`src/rtl/cmu_pkg.sv`:
```
// cmu_pkg
//   Shared constants for the clock management unit front end:
//   fixed divider ratios for the derived clock domains and the default
//   lock / settle times used by cmu_clkgen.
package cmu_pkg;

  // Divider ratios relative to the 100 MHz reference.
  localparam int DIV_RT     = 2;   // RT-core clock, 50 MHz
  localparam int DIV_PERIPH = 4;   // peripheral clock, 25 MHz
  localparam int DIV_DEBUG  = 10;  // debug clock, 10 MHz

  // Default settle times, in reference cycles.
  localparam int DEF_LOCK_CYCLES  = 64;
  localparam int DEF_STABLE_COUNT = 128;

  // Width of a counter that must hold values 0..max_val.
  function automatic int cnt_width(input int max_val);
    return (max_val < 1) ? 1 : $clog2(max_val + 1);
  endfunction

endpackage

```
`src/rtl/cmu_div_gen.sv`:
```
// cmu_div_gen
//   Divide-by-N clock and enable-strobe generator. The phase counter is
//   held at 0 until run is high, so every instance starts aligned in the
//   first run cycle, then counts 0..N-1 and wraps.
// Ports:
//   clk_in_100mhz  in   reference clock
//   rst            in   synchronous active-high clear of the phase counter
//   run            in   advance the phase counter (driven by locked)
//   clk_div        out  divided clock, high while phase < N/2
//   en_div         out  one-cycle strobe while phase == 0
module cmu_div_gen
  import cmu_pkg::*;
#(
  parameter int N = 2
) (
  input  logic clk_in_100mhz,
  input  logic rst,
  input  logic run,
  output logic clk_div,
  output logic en_div
);

  localparam int PW = (N > 1) ? $clog2(N) : 1;

  logic [PW-1:0] phase_q;

  always_ff @(posedge clk_in_100mhz) begin
    if (rst || !run) begin
      phase_q <= '0;
    end else if (phase_q == PW'(N - 1)) begin
      phase_q <= '0;
    end else begin
      phase_q <= phase_q + PW'(1);
    end
  end

  // run comes from a register in the parent, so these stay free of any
  // input-to-output combinational path.
  assign clk_div = run && (phase_q < PW'(N / 2));
  assign en_div  = run && (phase_q == '0);

endmodule

```
`src/rtl/cmu_clkgen.sv`:
```
// cmu_clkgen
//   Behavioural clock-generation front end (MMCM + global buffer model)
//   running entirely in the 100 MHz reference domain.
//   Sequence after reset: lock counter saturates -> locked; the divided
//   clocks start phase-aligned; the stable counter saturates -> stable and
//   the downstream reset releases; the profiling counter then runs.
//   rst or pwrdwn at any edge restarts the whole sequence.
// Ports:
//   clk_in_100mhz  in   reference clock, sole clock of the block
//   rst            in   synchronous active-high reset
//   pwrdwn         in   synchronous power-down, same effect as rst
//   locked         out  lock counter reached LOCK_CYCLES
//   stable         out  stable counter reached STABLE_COUNT
//   rst_out        out  active-high downstream reset (= !stable)
//   clk_div2/4/10  out  divided clocks, 50% duty
//   en_div2/4/10   out  strobe on the first high cycle of each divided clock
//   cycle_count    out  free-running count of stable cycles, wraps
module cmu_clkgen
  import cmu_pkg::*;
#(
  parameter int LOCK_CYCLES  = DEF_LOCK_CYCLES,
  parameter int STABLE_COUNT = DEF_STABLE_COUNT,
  parameter int COUNT_WIDTH  = 32
) (
  input  logic                   clk_in_100mhz,
  input  logic                   rst,
  input  logic                   pwrdwn,
  output logic                   locked,
  output logic                   stable,
  output logic                   rst_out,
  output logic                   clk_div2,
  output logic                   clk_div4,
  output logic                   clk_div10,
  output logic                   en_div2,
  output logic                   en_div4,
  output logic                   en_div10,
  output logic [COUNT_WIDTH-1:0] cycle_count
);

  localparam int LW = cnt_width(LOCK_CYCLES);
  localparam int SW = cnt_width(STABLE_COUNT);

  logic                   clr;
  logic [LW-1:0]          lock_cnt_q;
  logic [SW-1:0]          stable_cnt_q;
  logic [COUNT_WIDTH-1:0] cycle_cnt_q;

  // Power-down is treated exactly like reset everywhere.
  assign clr = rst || pwrdwn;

  // Lock counter: saturates at LOCK_CYCLES.
  always_ff @(posedge clk_in_100mhz) begin
    if (clr) begin
      lock_cnt_q <= '0;
    end else if (lock_cnt_q != LW'(LOCK_CYCLES)) begin
      lock_cnt_q <= lock_cnt_q + LW'(1);
    end
  end

  assign locked = (lock_cnt_q == LW'(LOCK_CYCLES));

  // Stable counter: held at 0 until locked, then saturates at STABLE_COUNT.
  always_ff @(posedge clk_in_100mhz) begin
    if (clr || !locked) begin
      stable_cnt_q <= '0;
    end else if (stable_cnt_q != SW'(STABLE_COUNT)) begin
      stable_cnt_q <= stable_cnt_q + SW'(1);
    end
  end

  assign stable  = (stable_cnt_q == SW'(STABLE_COUNT));
  assign rst_out = !stable;

  // Profiling counter: advances on edges where stable was already high,
  // so it reads 0 in the first stable cycle. Wraps naturally.
  always_ff @(posedge clk_in_100mhz) begin
    if (clr) begin
      cycle_cnt_q <= '0;
    end else if (stable) begin
      cycle_cnt_q <= cycle_cnt_q + COUNT_WIDTH'(1);
    end
  end

  assign cycle_count = cycle_cnt_q;

  cmu_div_gen #(.N(DIV_RT)) u_div_rt (
    .clk_in_100mhz (clk_in_100mhz),
    .rst           (clr),
    .run           (locked),
    .clk_div       (clk_div2),
    .en_div        (en_div2)
  );

  cmu_div_gen #(.N(DIV_PERIPH)) u_div_periph (
    .clk_in_100mhz (clk_in_100mhz),
    .rst           (clr),
    .run           (locked),
    .clk_div       (clk_div4),
    .en_div        (en_div4)
  );

  cmu_div_gen #(.N(DIV_DEBUG)) u_div_debug (
    .clk_in_100mhz (clk_in_100mhz),
    .rst           (clr),
    .run           (locked),
    .clk_div       (clk_div10),
    .en_div        (en_div10)
  );

endmodule

```
`config.mk`:
```
export PLATFORM = sky130hd
export DESIGN_NAME = cmu_clkgen
export DESIGN_NICKNAME = d
export VERILOG_FILES = /design/src/rtl/cmu_pkg.sv /design/src/rtl/cmu_div_gen.sv /design/src/rtl/cmu_clkgen.sv
export SDC_FILE = /design/constraint.sdc
export NUM_CORES = 1
export LEC_CHECK = 0
export BUFFER_PORTS_ARGS = -buffer_cell sky130_fd_sc_hd__buf_2
export CAP_MARGIN = 25
export CORE_ASPECT_RATIO = 1.75
export CORE_UTILIZATION = 60
export CTS_BUF_LIST = sky130_fd_sc_hd__clkbuf_2 sky130_fd_sc_hd__clkbuf_4 sky130_fd_sc_hd__clkbuf_8
export CTS_CLUSTER_DIAMETER = 50
export CTS_CLUSTER_SIZE = 12
export DETAILED_ROUTE_END_ITERATION = 7
export GPL_TIMING_DRIVEN = 0
export MAX_ROUTING_LAYER = met4
export PLACE_DENSITY = 0.84
export SETUP_SLACK_MARGIN = 0.3
export SYNTH_ARGS = -nofsm -noshare
export SYNTH_HDL_FRONTEND = slang
export SYNTH_SLANG_ARGS = --single-unit
```
`constraint.sdc`:
```
create_clock -name clk_in_100mhz -period 4 [get_ports clk_in_100mhz]
set_clock_uncertainty 0.05 [all_clocks]
set_input_delay 0.2 -clock clk_in_100mhz [delete_from_list [all_inputs] [get_ports clk_in_100mhz]]
set_output_delay 0.2 -clock clk_in_100mhz [all_outputs]
set_load 0.01 [all_outputs]
```
==> summary.txt <==
Power
  • Sequential power share: 0.586
  • Total power: 0.920 mW
  • Pwr Density: between 300 and 400 nW/um^2
  • Maximum VDD drop: 0.265 mV
  • Sw Pwr: 0.193 mW
  • Leak pwr: approximately 1.1 nW
  • Switching Fraction: 0.210
  • Internal power: between 0.7 and 0.8 mW
  • Clk pwr share: 0.398
  • Gate power share: 0.016

Critical path
  • CP Capture Type: output pin
  • CP Data Arrival Time: about 2.3 ns
  • Worst setup SP type: register
  • CP Class: register to output pin
  • CP required: about 3.8 ns
  • Reg2reg setup slack: approximately 1.6 ns
  • Critical Path Fanout Max: 10

GRT
  • GRT overflow: 0
  • Initial antenna violation count: 0
  • First-pass GRT wire length: between 9 and 10 mm
  • All-layer global routing usage: 0.275
  • Largest net degree at the start of global routing: 17
  • Vias in the first global route: between 2k and 2.5k

Place
  • Pre-CTS WS: roughly 1.7 ns
  • GPL Wtd Cong: just under 0.9
  • Port buffer count: between 40 and 50
  • Dpl cell area: 2890 um^2
  • HPWL after DPL: just over 4 mm

Yosys
  • Post-Syn Nets: between 300 and 400
  • Post-synth EDFFs: 0
  • Yosys warnings: 0
  • Asr flop ratio synth: 0
  • Post-synthesis adder-cell area fraction: 0.0527
  • Main combinational cell family by area after synthesis: simple AND/OR/NAND/NOR gates
  • Netlist cell types: 33
  • Top FF cell, synth: dfxtp_1
  • Cell with the most instances after synthesis: dfxtp_1
  • Portion of netlist area occupied by mux cells: 0.00766
  • Xor-xnor portion of the synthesized cell area: 0.0737
  • Post-synthesis sequential area ratio: 0.414
  • Ranking of synthesized cells by area: dfxtp_1 41%, or4_1 5.5%, xor2_1 5.4%
  • Mapped Cells: around 310
  • Post-synth top area share: 0.414
  • Synth area leader: dfxtp_1
  • Compound-gate portion of the synthesized area: 0.112
  • Synth Cell Area: 2610 um^2
  • Synthesized flop and latch total: between 50 and 60
  • Syn_area_per_cell: ~8.5 um^2
  • Most instantiated cells after synthesis: 54 x dfxtp_1, 29 x nor2_1, 26 x a21oi_1, 22 x nand3_1
  • Simple-Gate Fraction of Synth Area: 0.294

Final layout
  • Area delta synth->final: 14.7%
  • # nets final: about 370
  • Diode count: 0
  • Layout cells sized above 1: 0.162
  • Final Cell Area: approximately 3000 um^2

STA
  • Fmax: 397 MHz
  • Relative slew slack: 0.628
  • Min Tclk post-route: roughly 2.5 ns
  • Final hold vios: 0
  • Max-slew violations: 0
  • RSZ-0062 raised after global routing: false
  • Slew @ Worst Pin: ~0.55 ns
  • Worst hold margin: 0.129 ns
  • Setup violators final: 0
  • Setup WS post-layout: 1.48 ns
  • Post-route clock period utilization: 0.630
  • Setup TNS: 0 ns

Worst hold path
  • Min-Delay Path Class: primary input to register

Run status
  • Outcome: complete, no violations

Detailed routing
  • DRC errors left: 0
  • DR vias: 2,443
  • Final wirelength: between 5 and 6 mm
  • Vias/cell: roughly 6.0
  • Final ANT Viol Nets: 0
  • Avg WL per Cell: ~14 um
  • DR iter-0 viols: 74
  • DRT Pass-1 Iters: 4

Floorplanning
  • I/O pin total: 44
  • Die ar.: around 4600 um^2
  • Site Rows: 31
  • Core Region: between 4000 and 5000 um^2
  • DIE WIDTH: between 50 and 60 um
  • Vert. Die Dim: a little under 90 um
  • Initial core utilization: 0.630

Clocking
  • CTS max path bufs: 2
  • Post-CTS Setup Inserts: 0
  • CTS tree: yes
  • CTS buffer count: 5
  • Root buffer cell: clkbuf_8
  • H-tree Lvls: 2
  • CTS-repair resized insts: 0
  • Clock latency on the worst-skew pair: approximately 0.31 ns
  • Clock sinks: 54
  • Worst-path clk slew: 0.10 ns
  • CTS Hold Bufs: 0

Job
  • Max-cap violations: 0
==> stage by stage <==
| stage | utilization | std cells |
|---|---|---|
| floorplan | - | 307 |
| global placement | 0.696 | 399 |
| detailed placement | 0.696 | 399 |
| CTS | 0.723 | 407 |
| global route | 0.723 | 407 |
| finish | 0.723 | 407 |
==> routing by layer <==
layer | vias up | global-route usage | part of all wire
met5 | - | - | 0
met1 | 1160 | 0.260 | 0.40
met4 | 0 | 0.140 | 0.024
met2 | 60 | 0.508 | 0.53
met3 | 13 | 0.0510 | 0.042
li1 | 1210 | - | -
==> state kept, by name, summed over array words and instances (netlist names) <==
signal / cells
cycle_count: 32
stable_cnt_q: 8
lock_cnt_q: 7
u_div_debug.phase_q: 4
u_div_periph.phase_q: 2
u_div_rt.phase_q: 1
==> worst max-delay path: stages (launching register included) <==
cell and delay, ns:
dfxtp_1 0.38, inv_1 0.09, ha_1 0.14, nor4b_1 0.46
clkbuf_1 0.39, nand2_1 0.28, inv_1 0.10, buf_2 0.13
==> placed cells by master, fill, tap and decap left out, types with 3 or more instances in the layout <==
cell,synthesis,final
dfxtp_1,54,54
buf_2,2,45
nor2_1,29,29
a21oi_1,26,26
nand3_1,22,22
nand2_1,19,19
or4_1,19,19
clkbuf_1,16,16
xor2_1,16,16
o31ai_1,16,16
nand4_1,13,13
inv_1,11,11
ha_1,11,11
and3_1,6,6
xnor2_1,6,6
or3_1,6,6
and4_1,5,5
o21ai_0,5,5
clkbuf_8,0,5
nor3b_1,4,4
nor3_1,3,3
==> power by group through the flow <==
stage | logic, mW | registers (mW) | clock network (mW)
global route | 0.0159 | 0.540 | 0.390
finish | 0.0143 | 0.539 | 0.366
detailed placement | 0.0139 | 0.552 | 0
CTS | 0.0144 | 0.539 | 0.371
floorplan | 0.00931 | 0.551 | 0
global placement | 0.0137 | 0.552 | 0
==> worst paths after layout <==
check	start	end	cells past startpoint
setup / recovery	stable_cnt_q[0]	stable	7
hold / removal	pwrdwn	cycle_count[23]	3
setup reg to reg	stable_cnt_q[0]	cycle_count[21]	8
hold reg to reg	u_div_rt.phase_q	u_div_rt.phase_q	1
==> kinds of logic (layout without fill, tap and decap cells) <==
kind of cell / count (synthesis) / count (layout)
AO/OA/AOI/OAI: 49 / 49
flip-flops: 54 / 54
adder cells (fa/ha/maj): 11 / 11
AND/OR/NAND/NOR: 138 / 138
multiplexers: 2 / 2
buffers and inverters: 31 / 82
XOR/XNOR: 22 / 22
==> final cells by class <==
| class | instances | area (um^2) |
|---|---|---|
| Multi-Input combinational cell | 222 | 1410 |
| Fill cell | 350 | 1150 |
| Sequential cell | 54 | 1080 |
| Timing Repair Buffer | 43 | 215 |
| Buffer | 19 | 77.6 |
| Clock buffer | 5 | 68.8 |
| Tap cell | 49 | 61.3 |
| Inverter | 12 | 45.0 |
| Clock inverter | 3 | 40.0 |
Power figures use the tool's default switching activity.
